==> src/rtl/agu_conv_gen_pkg.sv <==
// Shared PE package: mode encodings, AGU geometry defaults, the latched
// convolution configuration record and small beat helpers.
package agu_conv_gen_pkg;

   // PE operating modes
   typedef enum logic [0:0] {
      MODE_CONV = 1'b0,
      MODE_FC   = 1'b1
   } pe_mode_e;

   // Buffer geometry defaults
   localparam int ROW_SHIFT_DEF = 6;
   localparam int ADDR_W_DEF    = 8;

   // Convolution generator FSM states
   typedef enum logic [1:0] {
      ST_IDLE = 2'd0,
      ST_RUN  = 2'd1,
      ST_FIN  = 2'd2
   } conv_state_e;

   // Configuration captured on start_conv and held for the whole job
   typedef struct packed {
      logic [7:0] idx_cnt;
      logic       is_new;
      logic       pad_u;
      logic       pad_l;
      logic [5:0] lim_r;
      logic [5:0] lim_d;
   } conv_cfg_t;

   // A beat is padding when it sits on the padded top row or left column
   function automatic logic beat_is_pad(input logic pad_u, input logic pad_l,
                                        input logic row0,  input logic col0);
      return (pad_u && row0) || (pad_l && col0);
   endfunction

endpackage

==> src/rtl/agu_win_cnt.sv <==
// Nested window counter: column (inner), row (middle), index (outer).
// Exposes the next counter values so the parent can register beat fields
// in the same edge the counters move, plus wrap and last-beat flags for
// the beat currently held.
module agu_win_cnt (
   input  logic       clk,
   input  logic       rst,
   input  logic       clr,
   input  logic       en,
   input  logic [5:0] lim_r,
   input  logic [5:0] lim_d,
   input  logic [7:0] idx_last,
   output logic [5:0] c_nxt,
   output logic [5:0] r_nxt,
   output logic [7:0] i_nxt,
   output logic       wrap_c,
   output logic       wrap_r,
   output logic       last
);

   logic [5:0] c_r;
   logic [5:0] r_r;
   logic [7:0] i_r;

   // Wrap/last flags of the current position and next-position arithmetic
   always_comb begin
      wrap_c = (c_r == lim_r);
      wrap_r = wrap_c && (r_r == lim_d);
      last   = wrap_r && (i_r == idx_last);
      c_nxt  = c_r;
      r_nxt  = r_r;
      i_nxt  = i_r;
      if (clr) begin
         c_nxt = 6'd0;
         r_nxt = 6'd0;
         i_nxt = 8'd0;
      end else if (en) begin
         if (wrap_c) begin
            c_nxt = 6'd0;
            if (wrap_r) begin
               r_nxt = 6'd0;
               i_nxt = i_r + 8'd1;
            end else begin
               r_nxt = r_r + 6'd1;
               i_nxt = i_r;
            end
         end else begin
            c_nxt = c_r + 6'd1;
            r_nxt = r_r;
            i_nxt = i_r;
         end
      end else begin
         c_nxt = c_r;
         r_nxt = r_r;
         i_nxt = i_r;
      end
   end

   // Counter registers
   always_ff @(posedge clk) begin
      if (!rst) begin
         c_r <= 6'd0;
         r_r <= 6'd0;
         i_r <= 8'd0;
      end else begin
         c_r <= c_nxt;
         r_r <= r_nxt;
         i_r <= i_nxt;
      end
   end

endmodule

==> src/rtl/agu_conv_gen.sv <==
// Convolution-mode address generator. Walks a padded 2-D window per index
// and presents one registered input-buffer read address per beat on a
// valid/ready interface, finishing with a one-cycle done pulse.
module agu_conv_gen
   import agu_conv_gen_pkg::*;
#(
   parameter int ROW_SHIFT = ROW_SHIFT_DEF,
   parameter int ADDR_W    = ADDR_W_DEF
) (
   input  logic              clk,
   input  logic              rst,
   input  logic              start_conv,
   input  logic [7:0]        conf_idx_cnt,
   input  logic              conf_is_new,
   input  logic              conf_pad_u,
   input  logic              conf_pad_l,
   input  logic [5:0]        conf_lim_r,
   input  logic [5:0]        conf_lim_d,
   output logic              out_valid,
   input  logic              out_ready,
   output logic [7:0]        out_idx,
   output logic [ADDR_W-1:0] out_addr,
   output logic              out_pad,
   output logic              acc_clr,
   output logic              out_last,
   output logic              busy,
   output logic              done
);

   conv_state_e       state_r;
   conv_cfg_t         cfg_r;
   conv_cfg_t         conf_s;
   conv_cfg_t         cfg_use_s;

   logic              out_valid_r;
   logic [7:0]        out_idx_r;
   logic [ADDR_W-1:0] out_addr_r;
   logic              out_pad_r;
   logic              acc_clr_r;
   logic              out_last_r;
   logic              busy_r;
   logic              done_r;

   logic              start_acc_s;
   logic              hs_s;
   logic              cnt_en_s;

   logic [5:0]        c_nxt_s;
   logic [5:0]        r_nxt_s;
   logic [7:0]        i_nxt_s;
   logic              wrap_c_s;
   logic              wrap_r_s;
   logic              last_s;

   logic [5:0]        row_m_s;
   logic [5:0]        col_m_s;
   logic              col0_s;
   logic              pad_nxt_s;
   logic              acc_clr_nxt_s;
   logic              last_nxt_s;
   logic [ADDR_W-1:0] addr_nxt_s;

   assign conf_s = '{idx_cnt: conf_idx_cnt, is_new: conf_is_new,
                     pad_u: conf_pad_u, pad_l: conf_pad_l,
                     lim_r: conf_lim_r, lim_d: conf_lim_d};

   // Handshake and control qualifiers; a start is only honoured from IDLE
   always_comb begin
      start_acc_s = (state_r == ST_IDLE) && start_conv;
      hs_s        = out_valid_r && out_ready;
      cnt_en_s    = (state_r == ST_RUN) && hs_s;
      if (start_acc_s) begin
         cfg_use_s = conf_s;
      end else begin
         cfg_use_s = cfg_r;
      end
   end

   agu_win_cnt u_win_cnt (
      .clk      (clk),
      .rst      (rst),
      .clr      (start_acc_s),
      .en       (cnt_en_s),
      .lim_r    (cfg_r.lim_r),
      .lim_d    (cfg_r.lim_d),
      .idx_last (cfg_r.idx_cnt - 8'd1),
      .c_nxt    (c_nxt_s),
      .r_nxt    (r_nxt_s),
      .i_nxt    (i_nxt_s),
      .wrap_c   (wrap_c_s),
      .wrap_r   (wrap_r_s),
      .last     (last_s)
   );

   // Fields of the beat that will be presented after the next load edge.
   // A load only happens on an accepted start or a handshake, so column 0
   // follows from a column wrap and the first beat of an index from a row
   // wrap (or a fresh start).
   always_comb begin
      col0_s        = start_acc_s || wrap_c_s;
      pad_nxt_s     = beat_is_pad(cfg_use_s.pad_u, cfg_use_s.pad_l,
                                  (r_nxt_s == 6'd0), col0_s);
      acc_clr_nxt_s = cfg_use_s.is_new && (start_acc_s || wrap_r_s);
      row_m_s       = r_nxt_s - {5'd0, cfg_use_s.pad_u};
      col_m_s       = c_nxt_s - {5'd0, cfg_use_s.pad_l};
      last_nxt_s    = (i_nxt_s == (cfg_use_s.idx_cnt - 8'd1)) &&
                      (r_nxt_s == cfg_use_s.lim_d) &&
                      (c_nxt_s == cfg_use_s.lim_r);
      if (pad_nxt_s) begin
         addr_nxt_s = {ADDR_W{1'b0}};
      end else begin
         addr_nxt_s = (ADDR_W'(row_m_s) << ROW_SHIFT) | ADDR_W'(col_m_s);
      end
   end

   // Control FSM with registered beat, busy and done outputs
   always_ff @(posedge clk) begin
      if (!rst) begin
         state_r     <= ST_IDLE;
         cfg_r       <= {$bits(conv_cfg_t){1'b0}};
         out_valid_r <= 1'b0;
         out_idx_r   <= 8'd0;
         out_addr_r  <= {ADDR_W{1'b0}};
         out_pad_r   <= 1'b0;
         acc_clr_r   <= 1'b0;
         out_last_r  <= 1'b0;
         busy_r      <= 1'b0;
         done_r      <= 1'b0;
      end else begin
         case (state_r)
            ST_IDLE: begin
               done_r <= 1'b0;
               if (start_conv) begin
                  cfg_r <= conf_s;
                  if (conf_idx_cnt == 8'd0) begin
                     state_r <= ST_FIN;
                     done_r  <= 1'b1;
                  end else begin
                     state_r     <= ST_RUN;
                     busy_r      <= 1'b1;
                     out_valid_r <= 1'b1;
                     out_idx_r   <= i_nxt_s;
                     out_addr_r  <= addr_nxt_s;
                     out_pad_r   <= pad_nxt_s;
                     acc_clr_r   <= acc_clr_nxt_s;
                     out_last_r  <= last_nxt_s;
                  end
               end
            end
            ST_RUN: begin
               if (hs_s) begin
                  if (last_s) begin
                     state_r     <= ST_FIN;
                     out_valid_r <= 1'b0;
                     busy_r      <= 1'b0;
                     done_r      <= 1'b1;
                     out_idx_r   <= 8'd0;
                     out_addr_r  <= {ADDR_W{1'b0}};
                     out_pad_r   <= 1'b0;
                     acc_clr_r   <= 1'b0;
                     out_last_r  <= 1'b0;
                  end else begin
                     out_idx_r   <= i_nxt_s;
                     out_addr_r  <= addr_nxt_s;
                     out_pad_r   <= pad_nxt_s;
                     acc_clr_r   <= acc_clr_nxt_s;
                     out_last_r  <= last_nxt_s;
                  end
               end
            end
            ST_FIN: begin
               done_r  <= 1'b0;
               state_r <= ST_IDLE;
            end
            default: begin
               state_r     <= ST_IDLE;
               out_valid_r <= 1'b0;
               busy_r      <= 1'b0;
               done_r      <= 1'b0;
            end
         endcase
      end
   end

   assign out_valid = out_valid_r;
   assign out_idx   = out_idx_r;
   assign out_addr  = out_addr_r;
   assign out_pad   = out_pad_r;
   assign acc_clr   = acc_clr_r;
   assign out_last  = out_last_r;
   assign busy      = busy_r;
   assign done      = done_r;

endmodule

==> config.mk <==
export PLATFORM = sky130hd
export DESIGN_NAME = agu_conv_gen
export DESIGN_NICKNAME = d
export VERILOG_FILES = /design/src/rtl/agu_conv_gen_pkg.sv /design/src/rtl/agu_win_cnt.sv /design/src/rtl/agu_conv_gen.sv
export SDC_FILE = /design/constraint.sdc
export NUM_CORES = 1
export LEC_CHECK = 0
export CORE_UTILIZATION = 50
export DETAILED_ROUTE_END_ITERATION = 6
export DONT_BUFFER_PORTS = 1
export GPL_TIMING_DRIVEN = 0
export MAX_ROUTING_LAYER = met4
export SYNTH_ARGS = -nofsm -noshare
export SYNTH_HDL_FRONTEND = slang
export SYNTH_SLANG_ARGS = --single-unit
==> constraint.sdc <==
create_clock -name clk -period 5.9 [get_ports clk]
set_clock_uncertainty 0.15 [all_clocks]
set_input_delay 0.885 -clock clk [delete_from_list [all_inputs] [get_ports clk]]
set_output_delay 0.885 -clock clk [all_outputs]
set_load 0.02 [all_outputs]
==> out/qor.yml <==
finish:
  nNetsFinal: 497
  fillers: 699
  stdcell_area_sq_mm: 0.00417
  final_common_cell: "dfxtp_1"
  diodes: 0
  layout-drive-gt1-share_pct: 13.5
  final_cell_mix: "dfxtp_1, nand2_1, nor2_1"
  syn2layout_area_growth_pct: 8.46
  final_util_pct: 56.9
yosys:
  synth_top_family_by_area: "simple AND/OR/NAND/NOR gates"
  synthArstFlopShare_pct: 0
  synthTopCellsByArea: "dfxtp_1, xnor2_1, xor2_1, nand2_1, nor2_1"
  ys_ff_latch: 66
  syn_area_per_cell_sq_um: 8.52
  synthAdderAreaFrac_pct: 2.60
  syn-num-nets: 486
  synthCells: 451
  synth_compound_area_share_pct: 16.2
  synthFlopType: "dfxtp_1"
  synth_seq_area_share_pct: 34.4
  synth_cell_types: 68
  netlist.area_leader.share_pct: 34.4
  yosysWarnings: 0
  synthSimpleGateAreaFrac_pct: 24.3
  syn_area_sq_mm: 0.00384
  synthMuxAreaShare_pct: 2.80
  synth_area_leader_cell: "dfxtp_1"
  synth_xor_area_share_pct: 14.7
  synth_edf_count: 0
timing:
  whs_ns: 0.344
  relSlewSlack_pct: 43.4
  final.setup.tns_ns: 0
  finalCritPeriodShare_pct: 70.6
  layout_min_cycle_time_ns: 4.16
  fmax_ghz: 0.240
  rsz0062_at_grt: "false"
  worst_pin_slew_ns: 0.845
  setup_viol: 0
  slew_viol_final: 0
  hold_viol_final: 0
die:
  die_h_microns: 89.7
  floorplan.rows: 31
  initial_core_util_pct: 52.4
  core-area_sq_mm: 0.00733
  ioPinCount: 49
  die_area_sq_mm: 0.00804
  die_w_microns: 89.7
setup_path:
  crit_path_frequent_cell: "xnor2_1"
  cp-end-kind: "register"
  cp.required_ns: 6.02
  cpPeakStageDelay_ns: 0.67
  start_kind: "primary input"
  critPathArrivalTime_ns: 4.29
  worstPathCellList: "nor3b_2, clkbuf_1, buf_1, nor2_1, a21oi_1, ha_1, o21ai_0, nor3_1, xnor2_1, mux2i_1, xnor2_1, nand3_1, o31ai_2"
  crit_fanout: 10
  cp_slowest_cell: "nor3b_2"
  path_class: "primary input to register"
place:
  port-buffer-count: 0
  placed_area_sq_mm: 0.00397
  dp_hpwl_microns: 8040
  place.gp.congestion: 0.870
clock_network:
  path_clk_slew_ns: 0.08
  cts_resized: 0
  htreeDepth: 3
  post-cts-setup-buffers: 0
  cts_buffer_depth: 2
  cts_tree: "yes"
  cts_hold_buf: 0
  numCtsBuffers: 9
  cts_sinks: 66
  clk_latency_ns: 0.35
  clockRootBuffer: "clkbuf_8"
detailed_routing:
  drt_iter0_drc: 191
  num_vias: 3274
  ant_nets: 0
  first_pass_iters: 4
  wl_microns: 10600
  wl_per_cell_microns: 18.8
  drc: 0
  via_per_inst: 5.78
run:
  max_cap_viol_count: 0
grt:
  grt_usage_pct: 29.1
  grt_max_degree: 13
  grt_pass1_vias: 3077
  grt_first_pass_wirelength_microns: 16300
  overflow: 0
  antenna_found_initial: 0
power_and_ir_drop:
  p_leak_nw: 1.61
  ir_worst_vdd_mv: 0.138
  powerDensity_mw_per_mm2: 267
hold_path:
  hold_class: "register to register"
status:
  status: "completed"
registers in the layout, summed over array words and instances, names as in the netlist:
register,cells
acc_clr,1
out_idx,8
out_pad,1
done,1
out_addr,8
out_last,1
u_win_cnt.i_r,8
cfg_r,23
busy,1
u_win_cnt.r_r,6
u_win_cnt.c_r,6
state_r,2
kinds of logic after synthesis:
| kind of cell | count (synthesis) |
|---|---|
| buf+inv | 36 |
| flops | 66 |
| mux | 10 |
| xor+xnor | 63 |
| simple gates | 182 |
| fa+ha+maj | 8 |
| compound gates | 86 |
cells in the mapped netlist, drive strengths merged (3+ instances only):
library cell  count
a21oi            29
a22o              9
a31oi             5
and2              5
buf              15
clkbuf           10
dfxtp            66
ha                8
inv              11
mux2              3
mux2i             7
nand2            58
nand3            12
nand4             7
nor2             46
nor3             23
nor3b             4
nor4             10
o21ai            18
o31ai             5
or3               4
or4               5
xnor2            31
xor2             31
where the power goes:
group | leakage, nW | total [mW] | internal, mW | switching [mW]
Sequential | 0.536 | 0.486 | 0.463 | 0.0231
Combinational | 0.970 | 0.228 | 0.0881 | 0.140
Clock | 0.0987 | 0.400 | 0.207 | 0.194
worst max-delay path: cells and delay by family:
family	cells	cell delay (ns)
mux	1	0.26
compound gates	3	0.59
xor+xnor	2	0.25
fa+ha+maj	1	0.21
buf+inv	2	0.99
simple gates	4	1.10
layout make-up:
type / count / area (sq um) / share of cell area, %
Multi-Input combinational cell: 349 / 2330 / 55.9
Sequential cell: 66 / 1320 / 31.7
Inverter: 11 / 41.3 / 0.990
Buffer: 25 / 149 / 3.57
Tap cell: 99 / 124 / 2.97
Clock buffer: 10 / 138 / 3.30
Clock inverter: 6 / 63.8 / 1.53
through the flow:
stage                     setup slack (ns)  power, mW  std cells
after CTS                             1.78       1.12        566
after global routing                  1.58       1.16        566
after floorplan                       2.36      0.666        451
after global placement                1.42      0.720        550
final                                 1.74       1.11        566
after detailed placement              1.42      0.723        550
final timing paths:
path,start,end,slack [ns],depth (start not counted)
min reg2reg,cfg_r[14]$_SDFFE_PN0N_,cfg_r[14]$_SDFFE_PN0N_,0.34,2
min,cfg_r[14]$_SDFFE_PN0N_,cfg_r[14]$_SDFFE_PN0N_,0.34,2
max reg2reg,state_r[0]$_SDFFE_PN0P_,out_last$_SDFFE_PN0P_,1.78,14
max,start_conv,out_last$_SDFFE_PN0P_,1.74,13
metal layers:
layer  track usage [%]  vias up  wire (microns)
li1                  -     1615               -
met1              34.8     1553            4540
met2              48.1       87            5160
met3              4.66       19             634
met4              13.4        0             281
met5                 -        -               0
Power figures use the tool's default switching activity.
